## src/rtl/clint_trap_ctrl_if.sv

```systemverilog
// Bus between the decode/CSR stage and clint_trap_ctrl.
// The master drives events and CSR values; the slave (the trap controller) returns redirects and CSR writes.
interface clint_trap_ctrl_if #(
   parameter int XLEN    = 64,
   parameter int NUM_IRQ = 3
);
   logic [NUM_IRQ-1:0] irq_i;
   logic [XLEN-1:0]    pc_i;
   logic               jump_i;
   logic [XLEN-1:0]    jump_pc_i;
   logic [2:0]         expt_info_i;
   logic [XLEN-1:0]    csr_mstatus_i;
   logic [XLEN-1:0]    csr_mie_i;
   logic [XLEN-1:0]    csr_mtvec_i;
   logic [XLEN-1:0]    csr_mepc_i;

   logic [XLEN-1:0]    clint_int_addr_o;
   logic               clint_int_valid_o;
   logic               clint_hold_o;
   logic [NUM_IRQ-1:0] clint_irq_ack_o;
   logic               clint_mepc_wen_o;
   logic               clint_mcause_wen_o;
   logic               clint_mstatus_wen_o;
   logic [XLEN-1:0]    clint_mepc_wdata_o;
   logic [XLEN-1:0]    clint_mcause_wdata_o;
   logic [XLEN-1:0]    clint_mstatus_wdata_o;

   modport master (
      output irq_i, pc_i, jump_i, jump_pc_i, expt_info_i,
             csr_mstatus_i, csr_mie_i, csr_mtvec_i, csr_mepc_i,
      input  clint_int_addr_o, clint_int_valid_o, clint_hold_o, clint_irq_ack_o,
             clint_mepc_wen_o, clint_mcause_wen_o, clint_mstatus_wen_o,
             clint_mepc_wdata_o, clint_mcause_wdata_o, clint_mstatus_wdata_o
   );

   modport slave (
      input  irq_i, pc_i, jump_i, jump_pc_i, expt_info_i,
             csr_mstatus_i, csr_mie_i, csr_mtvec_i, csr_mepc_i,
      output clint_int_addr_o, clint_int_valid_o, clint_hold_o, clint_irq_ack_o,
             clint_mepc_wen_o, clint_mcause_wen_o, clint_mstatus_wen_o,
             clint_mepc_wdata_o, clint_mcause_wdata_o, clint_mstatus_wdata_o
   );
endinterface

```

## src/rtl/clint_trap_ctrl.sv

```systemverilog
// Core-local trap controller: arbitrates ecall/ebreak/interrupts/mret and runs a 3-cycle CSR-write + redirect sequence.
// Optional macro CLINT_VECTOR_EN enables vectored mtvec (mode 2'b01) for interrupts.
module clint_trap_ctrl #(
   parameter int                     XLEN      = 64,
   parameter int                     NUM_IRQ   = 3,
   parameter logic [NUM_IRQ*6-1:0]   IRQ_CODES = {6'd7, 6'd3, 6'd11}
) (
   input logic              clk,
   input logic              rst,
   clint_trap_ctrl_if.slave bus
);
   typedef enum logic [1:0] {IDLE, TRAP, MRET, DONE} state_t;

   state_t             r_state;
   logic [XLEN-1:0]    r_mepc;
   logic [XLEN-1:0]    r_mcause;
   logic [NUM_IRQ-1:0] r_take_oh;
   logic [XLEN-1:0]    r_addr;
   logic               r_valid;
   logic [NUM_IRQ-1:0] r_ack;
   logic               r_mepc_wen;
   logic               r_mcause_wen;
   logic               r_mstatus_wen;
   logic [XLEN-1:0]    r_mstatus_wdata;

   logic [NUM_IRQ-1:0] w_irq_en;
   logic [NUM_IRQ-1:0] w_irq_oh;
   logic [5:0]         w_irq_code;
   logic               w_ecall;
   logic               w_ebreak;
   logic               w_mret;
   logic               w_int_any;
   logic               w_is_int;
   logic               w_trap;
   logic               w_event;
   logic [XLEN-1:0]    w_base;
   logic [XLEN-1:0]    w_target;
   logic [XLEN-1:0]    w_trap_mstatus;
   logic [XLEN-1:0]    w_mret_mstatus;

   assign w_ecall  = bus.expt_info_i[2];
   assign w_ebreak = bus.expt_info_i[1];
   assign w_mret   = bus.expt_info_i[0];

   generate
      for (genvar gi = 0; gi < NUM_IRQ; gi++) begin : g_irq
         localparam logic [5:0] CODE = IRQ_CODES[gi*6 +: 6];
         assign w_irq_en[gi] = bus.csr_mstatus_i[3] & bus.irq_i[gi] & bus.csr_mie_i[CODE];
      end
   endgenerate

   // Descending scan so the lowest enabled index ends up winning.
   always_comb begin
      w_irq_oh   = '0;
      w_irq_code = '0;
      for (int i = NUM_IRQ - 1; i >= 0; i--) begin
         if (w_irq_en[i]) begin
            w_irq_oh   = NUM_IRQ'(1) << i;
            w_irq_code = IRQ_CODES[i*6 +: 6];
         end
      end
   end

   assign w_int_any = |w_irq_en;
   assign w_is_int  = w_int_any & ~w_ecall & ~w_ebreak;
   assign w_trap    = w_ecall | w_ebreak | w_int_any;
   assign w_event   = w_trap | w_mret;

   assign w_base = {bus.csr_mtvec_i[XLEN-1:2], 2'b00};
`ifdef CLINT_VECTOR_EN
   // Interrupt flag and code are recovered from the captured mcause.
   assign w_target = (bus.csr_mtvec_i[1:0] == 2'b01 && r_mcause[XLEN-1])
                     ? w_base + (XLEN'(r_mcause[5:0]) << 2) : w_base;
`else
   assign w_target = w_base;
`endif

   always_comb begin
      w_trap_mstatus        = bus.csr_mstatus_i;
      w_trap_mstatus[7]     = bus.csr_mstatus_i[3];
      w_trap_mstatus[3]     = 1'b0;
      w_trap_mstatus[12:11] = 2'b11;
      w_mret_mstatus        = bus.csr_mstatus_i;
      w_mret_mstatus[3]     = bus.csr_mstatus_i[7];
      w_mret_mstatus[7]     = 1'b1;
      w_mret_mstatus[12:11] = 2'b11;
   end

   always_ff @(posedge clk or posedge rst) begin
      if (rst) begin
         r_state         <= IDLE;
         r_mepc          <= '0;
         r_mcause        <= '0;
         r_take_oh       <= '0;
         r_addr          <= '0;
         r_valid         <= 1'b0;
         r_ack           <= '0;
         r_mepc_wen      <= 1'b0;
         r_mcause_wen    <= 1'b0;
         r_mstatus_wen   <= 1'b0;
         r_mstatus_wdata <= '0;
      end else begin
         r_valid       <= 1'b0;
         r_ack         <= '0;
         r_mepc_wen    <= 1'b0;
         r_mcause_wen  <= 1'b0;
         r_mstatus_wen <= 1'b0;
         case (r_state)
            IDLE: begin
               if (w_trap) begin
                  r_state   <= TRAP;
                  r_mepc    <= (w_is_int && bus.jump_i) ? bus.jump_pc_i : bus.pc_i;
                  r_mcause  <= w_is_int ? {1'b1, {(XLEN-7){1'b0}}, w_irq_code}
                                        : (w_ecall ? XLEN'(11) : XLEN'(3));
                  r_take_oh <= w_is_int ? w_irq_oh : '0;
               end else if (w_mret) begin
                  r_state <= MRET;
               end
            end
            TRAP: begin
               r_state         <= DONE;
               r_mepc_wen      <= 1'b1;
               r_mcause_wen    <= 1'b1;
               r_mstatus_wen   <= 1'b1;
               r_mstatus_wdata <= w_trap_mstatus;
               r_addr          <= w_target;
               r_valid         <= 1'b1;
               r_ack           <= r_take_oh;
            end
            MRET: begin
               r_state         <= DONE;
               r_mstatus_wen   <= 1'b1;
               r_mstatus_wdata <= w_mret_mstatus;
               r_addr          <= bus.csr_mepc_i;
               r_valid         <= 1'b1;
            end
            default: r_state <= IDLE;
         endcase
      end
   end

   assign bus.clint_hold_o          = (r_state == IDLE) ? w_event : 1'b1;
   assign bus.clint_int_addr_o      = r_addr;
   assign bus.clint_int_valid_o     = r_valid;
   assign bus.clint_irq_ack_o       = r_ack;
   assign bus.clint_mepc_wen_o      = r_mepc_wen;
   assign bus.clint_mcause_wen_o    = r_mcause_wen;
   assign bus.clint_mstatus_wen_o   = r_mstatus_wen;
   assign bus.clint_mepc_wdata_o    = r_mepc;
   assign bus.clint_mcause_wdata_o  = r_mcause;
   assign bus.clint_mstatus_wdata_o = r_mstatus_wdata;
endmodule

```

## src/flat_wrapper.sv

```systemverilog
// flat-port wrapper written by rule: the top's interface ports become plain ports
module clint_trap_ctrl_flat 
#(
   parameter int                     XLEN      = 64,
   parameter int                     NUM_IRQ   = 3,
   parameter logic [NUM_IRQ*6-1:0]   IRQ_CODES = {6'd7, 6'd3, 6'd11}
)
  (clk, rst, bus_irq_i, bus_pc_i, bus_jump_i, bus_jump_pc_i, bus_expt_info_i, bus_csr_mstatus_i, bus_csr_mie_i, bus_csr_mtvec_i, bus_csr_mepc_i, bus_clint_int_addr_o, bus_clint_int_valid_o, bus_clint_hold_o, bus_clint_irq_ack_o, bus_clint_mepc_wen_o, bus_clint_mcause_wen_o, bus_clint_mstatus_wen_o, bus_clint_mepc_wdata_o, bus_clint_mcause_wdata_o, bus_clint_mstatus_wdata_o);
  clint_trap_ctrl_if #(.XLEN(XLEN), .NUM_IRQ(NUM_IRQ)) bus_i ();
  input logic clk;
  input logic rst;
  input wire logic [$bits(bus_i.irq_i)-1:0] bus_irq_i;
  input wire logic [$bits(bus_i.pc_i)-1:0] bus_pc_i;
  input wire logic [$bits(bus_i.jump_i)-1:0] bus_jump_i;
  input wire logic [$bits(bus_i.jump_pc_i)-1:0] bus_jump_pc_i;
  input wire logic [$bits(bus_i.expt_info_i)-1:0] bus_expt_info_i;
  input wire logic [$bits(bus_i.csr_mstatus_i)-1:0] bus_csr_mstatus_i;
  input wire logic [$bits(bus_i.csr_mie_i)-1:0] bus_csr_mie_i;
  input wire logic [$bits(bus_i.csr_mtvec_i)-1:0] bus_csr_mtvec_i;
  input wire logic [$bits(bus_i.csr_mepc_i)-1:0] bus_csr_mepc_i;
  output wire logic [$bits(bus_i.clint_int_addr_o)-1:0] bus_clint_int_addr_o;
  output wire logic [$bits(bus_i.clint_int_valid_o)-1:0] bus_clint_int_valid_o;
  output wire logic [$bits(bus_i.clint_hold_o)-1:0] bus_clint_hold_o;
  output wire logic [$bits(bus_i.clint_irq_ack_o)-1:0] bus_clint_irq_ack_o;
  output wire logic [$bits(bus_i.clint_mepc_wen_o)-1:0] bus_clint_mepc_wen_o;
  output wire logic [$bits(bus_i.clint_mcause_wen_o)-1:0] bus_clint_mcause_wen_o;
  output wire logic [$bits(bus_i.clint_mstatus_wen_o)-1:0] bus_clint_mstatus_wen_o;
  output wire logic [$bits(bus_i.clint_mepc_wdata_o)-1:0] bus_clint_mepc_wdata_o;
  output wire logic [$bits(bus_i.clint_mcause_wdata_o)-1:0] bus_clint_mcause_wdata_o;
  output wire logic [$bits(bus_i.clint_mstatus_wdata_o)-1:0] bus_clint_mstatus_wdata_o;
  assign bus_i.irq_i = bus_irq_i;
  assign bus_i.pc_i = bus_pc_i;
  assign bus_i.jump_i = bus_jump_i;
  assign bus_i.jump_pc_i = bus_jump_pc_i;
  assign bus_i.expt_info_i = bus_expt_info_i;
  assign bus_i.csr_mstatus_i = bus_csr_mstatus_i;
  assign bus_i.csr_mie_i = bus_csr_mie_i;
  assign bus_i.csr_mtvec_i = bus_csr_mtvec_i;
  assign bus_i.csr_mepc_i = bus_csr_mepc_i;
  assign bus_clint_int_addr_o = bus_i.clint_int_addr_o;
  assign bus_clint_int_valid_o = bus_i.clint_int_valid_o;
  assign bus_clint_hold_o = bus_i.clint_hold_o;
  assign bus_clint_irq_ack_o = bus_i.clint_irq_ack_o;
  assign bus_clint_mepc_wen_o = bus_i.clint_mepc_wen_o;
  assign bus_clint_mcause_wen_o = bus_i.clint_mcause_wen_o;
  assign bus_clint_mstatus_wen_o = bus_i.clint_mstatus_wen_o;
  assign bus_clint_mepc_wdata_o = bus_i.clint_mepc_wdata_o;
  assign bus_clint_mcause_wdata_o = bus_i.clint_mcause_wdata_o;
  assign bus_clint_mstatus_wdata_o = bus_i.clint_mstatus_wdata_o;
  clint_trap_ctrl #(.XLEN(XLEN), .NUM_IRQ(NUM_IRQ), .IRQ_CODES(IRQ_CODES)) u_core (.clk(clk), .rst(rst), .bus(bus_i));
endmodule
```

## config.mk

```make
export PLATFORM = sky130hd
export DESIGN_NAME = clint_trap_ctrl_flat
export DESIGN_NICKNAME = d
export VERILOG_FILES = /design/src/rtl/clint_trap_ctrl_if.sv /design/src/rtl/clint_trap_ctrl.sv /design/src/flat_wrapper.sv
export SDC_FILE = /design/constraint.sdc
export NUM_CORES = 1
export LEC_CHECK = 0
export CORE_AREA = 4 4 253 255
export CTS_BUF_LIST = sky130_fd_sc_hd__clkbuf_2 sky130_fd_sc_hd__clkbuf_4 sky130_fd_sc_hd__clkbuf_8
export DETAILED_ROUTE_END_ITERATION = 10
export DIE_AREA = 0 0 257 259
export GPL_TIMING_DRIVEN = 1
export HOLD_SLACK_MARGIN = 0.15
export PLACE_DENSITY = 0.52
export SYNTH_ARGS = -nofsm -noshare
export SYNTH_HDL_FRONTEND = slang
export SYNTH_SLANG_ARGS = --single-unit
```

## constraint.sdc

```tcl
create_clock -name clk -period 12 [get_ports clk]
set_input_delay 3.6 -clock clk [delete_from_list [all_inputs] [get_ports clk]]
set_output_delay 3.6 -clock clk [all_outputs]
set_load 0.005 [all_outputs]
```

# Word level (Yosys, flattened, before mapping)
# Cells that the tools add are included.
classes:
  eq_ne: 3
  n_mux: 19
  bitwise_logic: 13
  n_reduce_logical: 6
op_table:
  columns: ["operator", "count"]
  rows:
  - ["64-bit one-hot mux with 2 select lines", 2]
  - ["64-bit two-way mux", 2]
  - ["3-bit two-way mux", 7]
  - ["1-bit bitwise AND", 8]
  - ["4-bit two-way mux", 2]
  - ["2-bit two-way mux", 2]
  - ["2-bit one-hot mux with 2 select lines", 1]
  - ["1-bit two-way mux", 3]
  - ["3-bit by 2-bit != test with 1-bit output, second input constant", 1]
  - ["1-bit OR", 3]
  - ["3-bit OR reduction", 1]
  - ["2-bit by 1-bit equality test with 1-bit output, second input constant", 1]
  - ["2-bit equality test, second input constant", 1]
  - ["2-bit logical NOT", 1]
  - ["1-bit NOT", 2]
  - ["2-bit AND reduction", 1]
  - ["2-bit nonzero test", 1]
  - ["2-bit OR reduction", 1]
  - ["1-bit logical AND", 1]
word_totals:
  reg_bits: 266
  inputBits: 393
  wordCells: 50

# Depth between registers and ports, before layout
depth:
  word_depth: 7
  ltp_mapped: 7
  ltp_nobuf: 6

# Worst setup path before layout
# OpenSTA, ideal clock, no wires.
synth_path:
  kind: "in2out"
  startpoint: "input port bus_csr_mie_i[3]"
  endpoint: "output port bus_clint_hold_o"
  t_arrival_ns: 4.357
  required_time_ns: 8.400
  path_slack_ns: 4.043
  stages: 3
  n_path_buf: 0
  cell_sequence: "a222oi_1 > o211a_1 > inv_1"
synth_via:
  elab_chain_len: 5
synth_rtl:
  columns: ["item", "line", "text"]
  rows:
  - ["start, declared", "flat_wrapper.sv:18", "input wire logic [$bits(bus_i.csr_mie_i)-1:0] bus_csr_mie_i;"]
  - ["1-bit bitwise AND", "clint_trap_ctrl.sv:48", "assign w_irq_en[gi] = bus.csr_mstatus_i[3] & bus.irq_i[gi] & bus.csr_mie_i[CODE];"]
  - ["3-bit OR reduction", "clint_trap_ctrl.sv:64", "assign w_int_any = |w_irq_en;"]
  - ["1-bit OR", "clint_trap_ctrl.sv:66", "assign w_trap = w_ecall | w_ebreak | w_int_any;"]
  - ["1-bit OR", "clint_trap_ctrl.sv:67", "assign w_event = w_trap | w_mret;"]
  - ["1-bit two-way mux", "clint_trap_ctrl.sv:142", "assign bus.clint_hold_o = (r_state == IDLE) ? w_event : 1'b1;"]
  - ["end, declared", "flat_wrapper.sv:23", "output wire logic [$bits(bus_i.clint_hold_o)-1:0] bus_clint_hold_o;"]
# Every way passes these cells.

# Final worst setup path
# Same ends and word-level chain as after synthesis.

==> results_dict.tcl <==
set metrics [dict create \
    drive_gt1_share_pct 10.8 \
    ys_seq_area_share_pct 54.6 \
    whs_endpoint "u_core.bus.clint_mepc_wdata_o[47]" \
    die_w_um 257 \
    total_power_mw 3.90 \
    p_leak_nw 6.39 \
    cts_setup_buffers 0 \
    ys_ff_latch 204 \
    yosysTopAreaCell "dfrtp_1" \
    dieHeight_um 259 \
    period_minus_slack_ns 9.25 \
    reg2reg_from "u_core.r_state[1]" \
    min_from "u_core.bus.clint_mepc_wdata_o[47]" \
    hold_class "flip-flop to flip-flop" \
    crit_fanout 4 \
    worstMarginPinSlew_ns 1.23 \
    setup-tns-final_ns 0 \
    period_share_pct 77.1 \
    max_stage_delay_ns 0.79 \
    clkSlewWorstSetupHoldPaths_ns 0.05 \
    ioPinCount 657 \
    syn_area_per_cell_um2 11.4 \
    cts_sinks 204 \
    rows 91 \
    wl_per_cell_um 16.4 \
    outcome "finished clean" \
    antenna_left 0 \
    clockBufferDepth 3 \
    rsz0062_at_grt "false" \
    hold_depth 2 \
    syn_area_um2 9340 \
    grt-ovfl-total 0 \
    cts_tree "yes" \
    core_um2 61600 \
    grtUsageTotal_pct 10.4 \
    vias_per_cell 3.54 \
    grt_pass1_vias 8268 \
    gp_congestion 0.773 \
    synth_area_leaders "dfrtp_1 (55%), mux2i_1 (14%), mux2_2 (7.2%), buf_4 (5.1%), a21oi_1 (3.5%)" \
    finalSetupViolations 0 \
    htreeDepth 2 \
    drv_slew 0 \
    grt_pass1_wl_um 53100 \
    relSlewSlack_pct 18.3 \
    startpoint_type "primary input" \
    path_class "primary input to output port" \
    ir_drop_mv 0.206 \
    area_growth_pct 72.8 \
    crit_path_frequent_cell "clkdlybuf4s50_1" \
    drt-initial-drc-count 273 \
    dr.pass1.iters 4 \
    yosysTopAreaCellShare_pct 54.6 \
    wl_um 36400 \
    drc 0 \
    initial_core_util_pct 15.2 \
    ys_async_sr_fraction_pct 100 \
    rrSetupSlack_ns 8.83 \
    cts_resized 0 \
    ys.flop_type "dfrtp_1" \
    cp_slowest_cell "a222oi_1" \
    r2r_cells 5 \
    required_ns 8.40 \
    cts_root_buffer "clkbuf_8" \
    nets 1743 \
    hold_viol 0 \
    synth-edff-count 0 \
    crit_path_cell_trace "clkdlybuf4s50_1 > a222oi_1 > o211a_1 > inv_1 > clkdlybuf4s50_1" \
    grt_start_max_net_pins 104 \
    fin_util_pct 26.2 \
    arrival_ns 5.65 \
    fin_worst_skew_ns 0.0302 \
    numPortBuffers 532 \
    max_clock_freq_ghz 0.108 \
    hpwl_um 28000 \
    synth_common_cells "dfrtp_1 (204), mux2i_1 (127), nand2_1 (70)" \
    dieArea_um2 66600 \
    synth_cell_type_count 35 \
    drv_cap 0 \
    p_per_area_nw_per_um2 242 \
    end_kind "output port" \
    syn-instance-count 822 \
    r2r_end "u_core.bus.clint_mstatus_wdata_o[2]" \
    num_vias 7834 \
    yosysWarnings 0 \
    clkLatencyLatePin_ns 0.58 \
    cts_made_buffers 41 \
    antenna_found_initial 7 \
    ctsHoldBuffers 0 \
    yosys.cell_count.top_type "dfrtp_1" \
    fillers 6523 \
]
where the power goes:
part           leakage [nW]  switching, mW  internal (mW)
Clock                 0.480          0.330          0.469
Combinational          3.51          0.822           1.06
Sequential             2.40          0.184           1.04
Total                  6.39           1.34           2.57
sequential cells by signal (all words and copies together) (netlist names):
register,count
u_core.bus.clint_irq_ack_o,3
u_core.bus.clint_mstatus_wdata_o,63
u_core.bus.clint_mepc_wdata_o,64
u_core.bus.clint_mstatus_wen_o,1
u_core.bus.clint_mcause_wdata_o,4
u_core.r_take_oh,2
u_core.r_state,2
u_core.bus.clint_int_addr_o,64
u_core.bus.clint_mepc_wen_o,1
worst max-delay path, delay by kind of cell:
family	cells	cell delay, ns
AO/OA/AOI/OAI	2	1.04
buffers and inverters	3	1.00
area by class of cell:
cell class                 count  area (um^2)  area share, %
inverter                      12         52.6          0.325
timing repair buffer         540         5390           33.3
clock buffer                  62          797           4.94
sequential                   204         5100           31.6
tap                          837         1050           6.49
clock inverter                10          114          0.705
multi-input combinational    547         3640           22.5
antenna                        3         7.51         0.0465
how the worst max path moves through the flow:
stage / cells after the start / slack (ns) / end / from
finish: 5 / 2.75 / bus_clint_hold_o / bus_csr_mie_i[3]
global route: 5 / 2.63 / bus_clint_hold_o / bus_csr_mie_i[3]
CTS: 5 / 2.76 / bus_clint_hold_o / bus_csr_mie_i[3]
detailed placement: 5 / 2.77 / bus_clint_hold_o / bus_csr_mie_i[3]
global placement: 5 / 2.72 / bus_clint_hold_o / bus_csr_mie_i[3]
floorplan: 1 / 2.83 / u_core.bus.clint_int_addr_o[0] / rst
metal layers:
metal  routed length [um]  vias to the layer above  part of all wire [%]  GRT usage, %
li1                     -                     3757                     -             -
met1                13800                     3669                    38          11.6
met2                18100                      336                    50          17.8
met3                 3510                       64                   9.6          4.73
met4                  948                        8                   2.6          3.32
met5                   55                        -                  0.15             0
cell usage in the layout (no fill, tap or decap), types with 4 or more instances in the layout:
cell             count
clkdlybuf4s50_1    532
dfrtp_1            204
mux2i_1            127
nand2_1             70
nor2_1              66
a21oi_1             65
o21ai_1             60
mux2_2              60
conb_1              59
clkbuf_8            53
o21ai_0             12
inv_1               11
clkbuf_4             9
buf_4                8
clkinv_2             4
per-stage QoR:
step	hold slack [ns]	cells	cell area [um^2]	setup slack (ns)
global placement	0.467	2140	15200	2.72
floorplan	0.440	880	9560	2.83
global route	0.497	2214	16100	2.63
CTS	0.483	2212	16100	2.76
finish	0.476	2215	16100	2.75
detailed placement	0.471	2140	15200	2.77
cells by family (layout without fill, tap and decap cells):
family / count (synthesis) / in the layout / share of synthesized area (%)
AOI/OAI and AO/OA: 148 / 148 / 8.53
adders and majority gates: 4 / 4 / 0.536
buffers and inverters: 129 / 624 / 9.08
DFF: 204 / 204 / 54.6
muxes: 187 / 187 / 20.8
other: 1 / 62 / 0.0401
and+or+nand+nor: 149 / 149 / 6.35
Note: power is estimated with default switching activity, not from simulation.
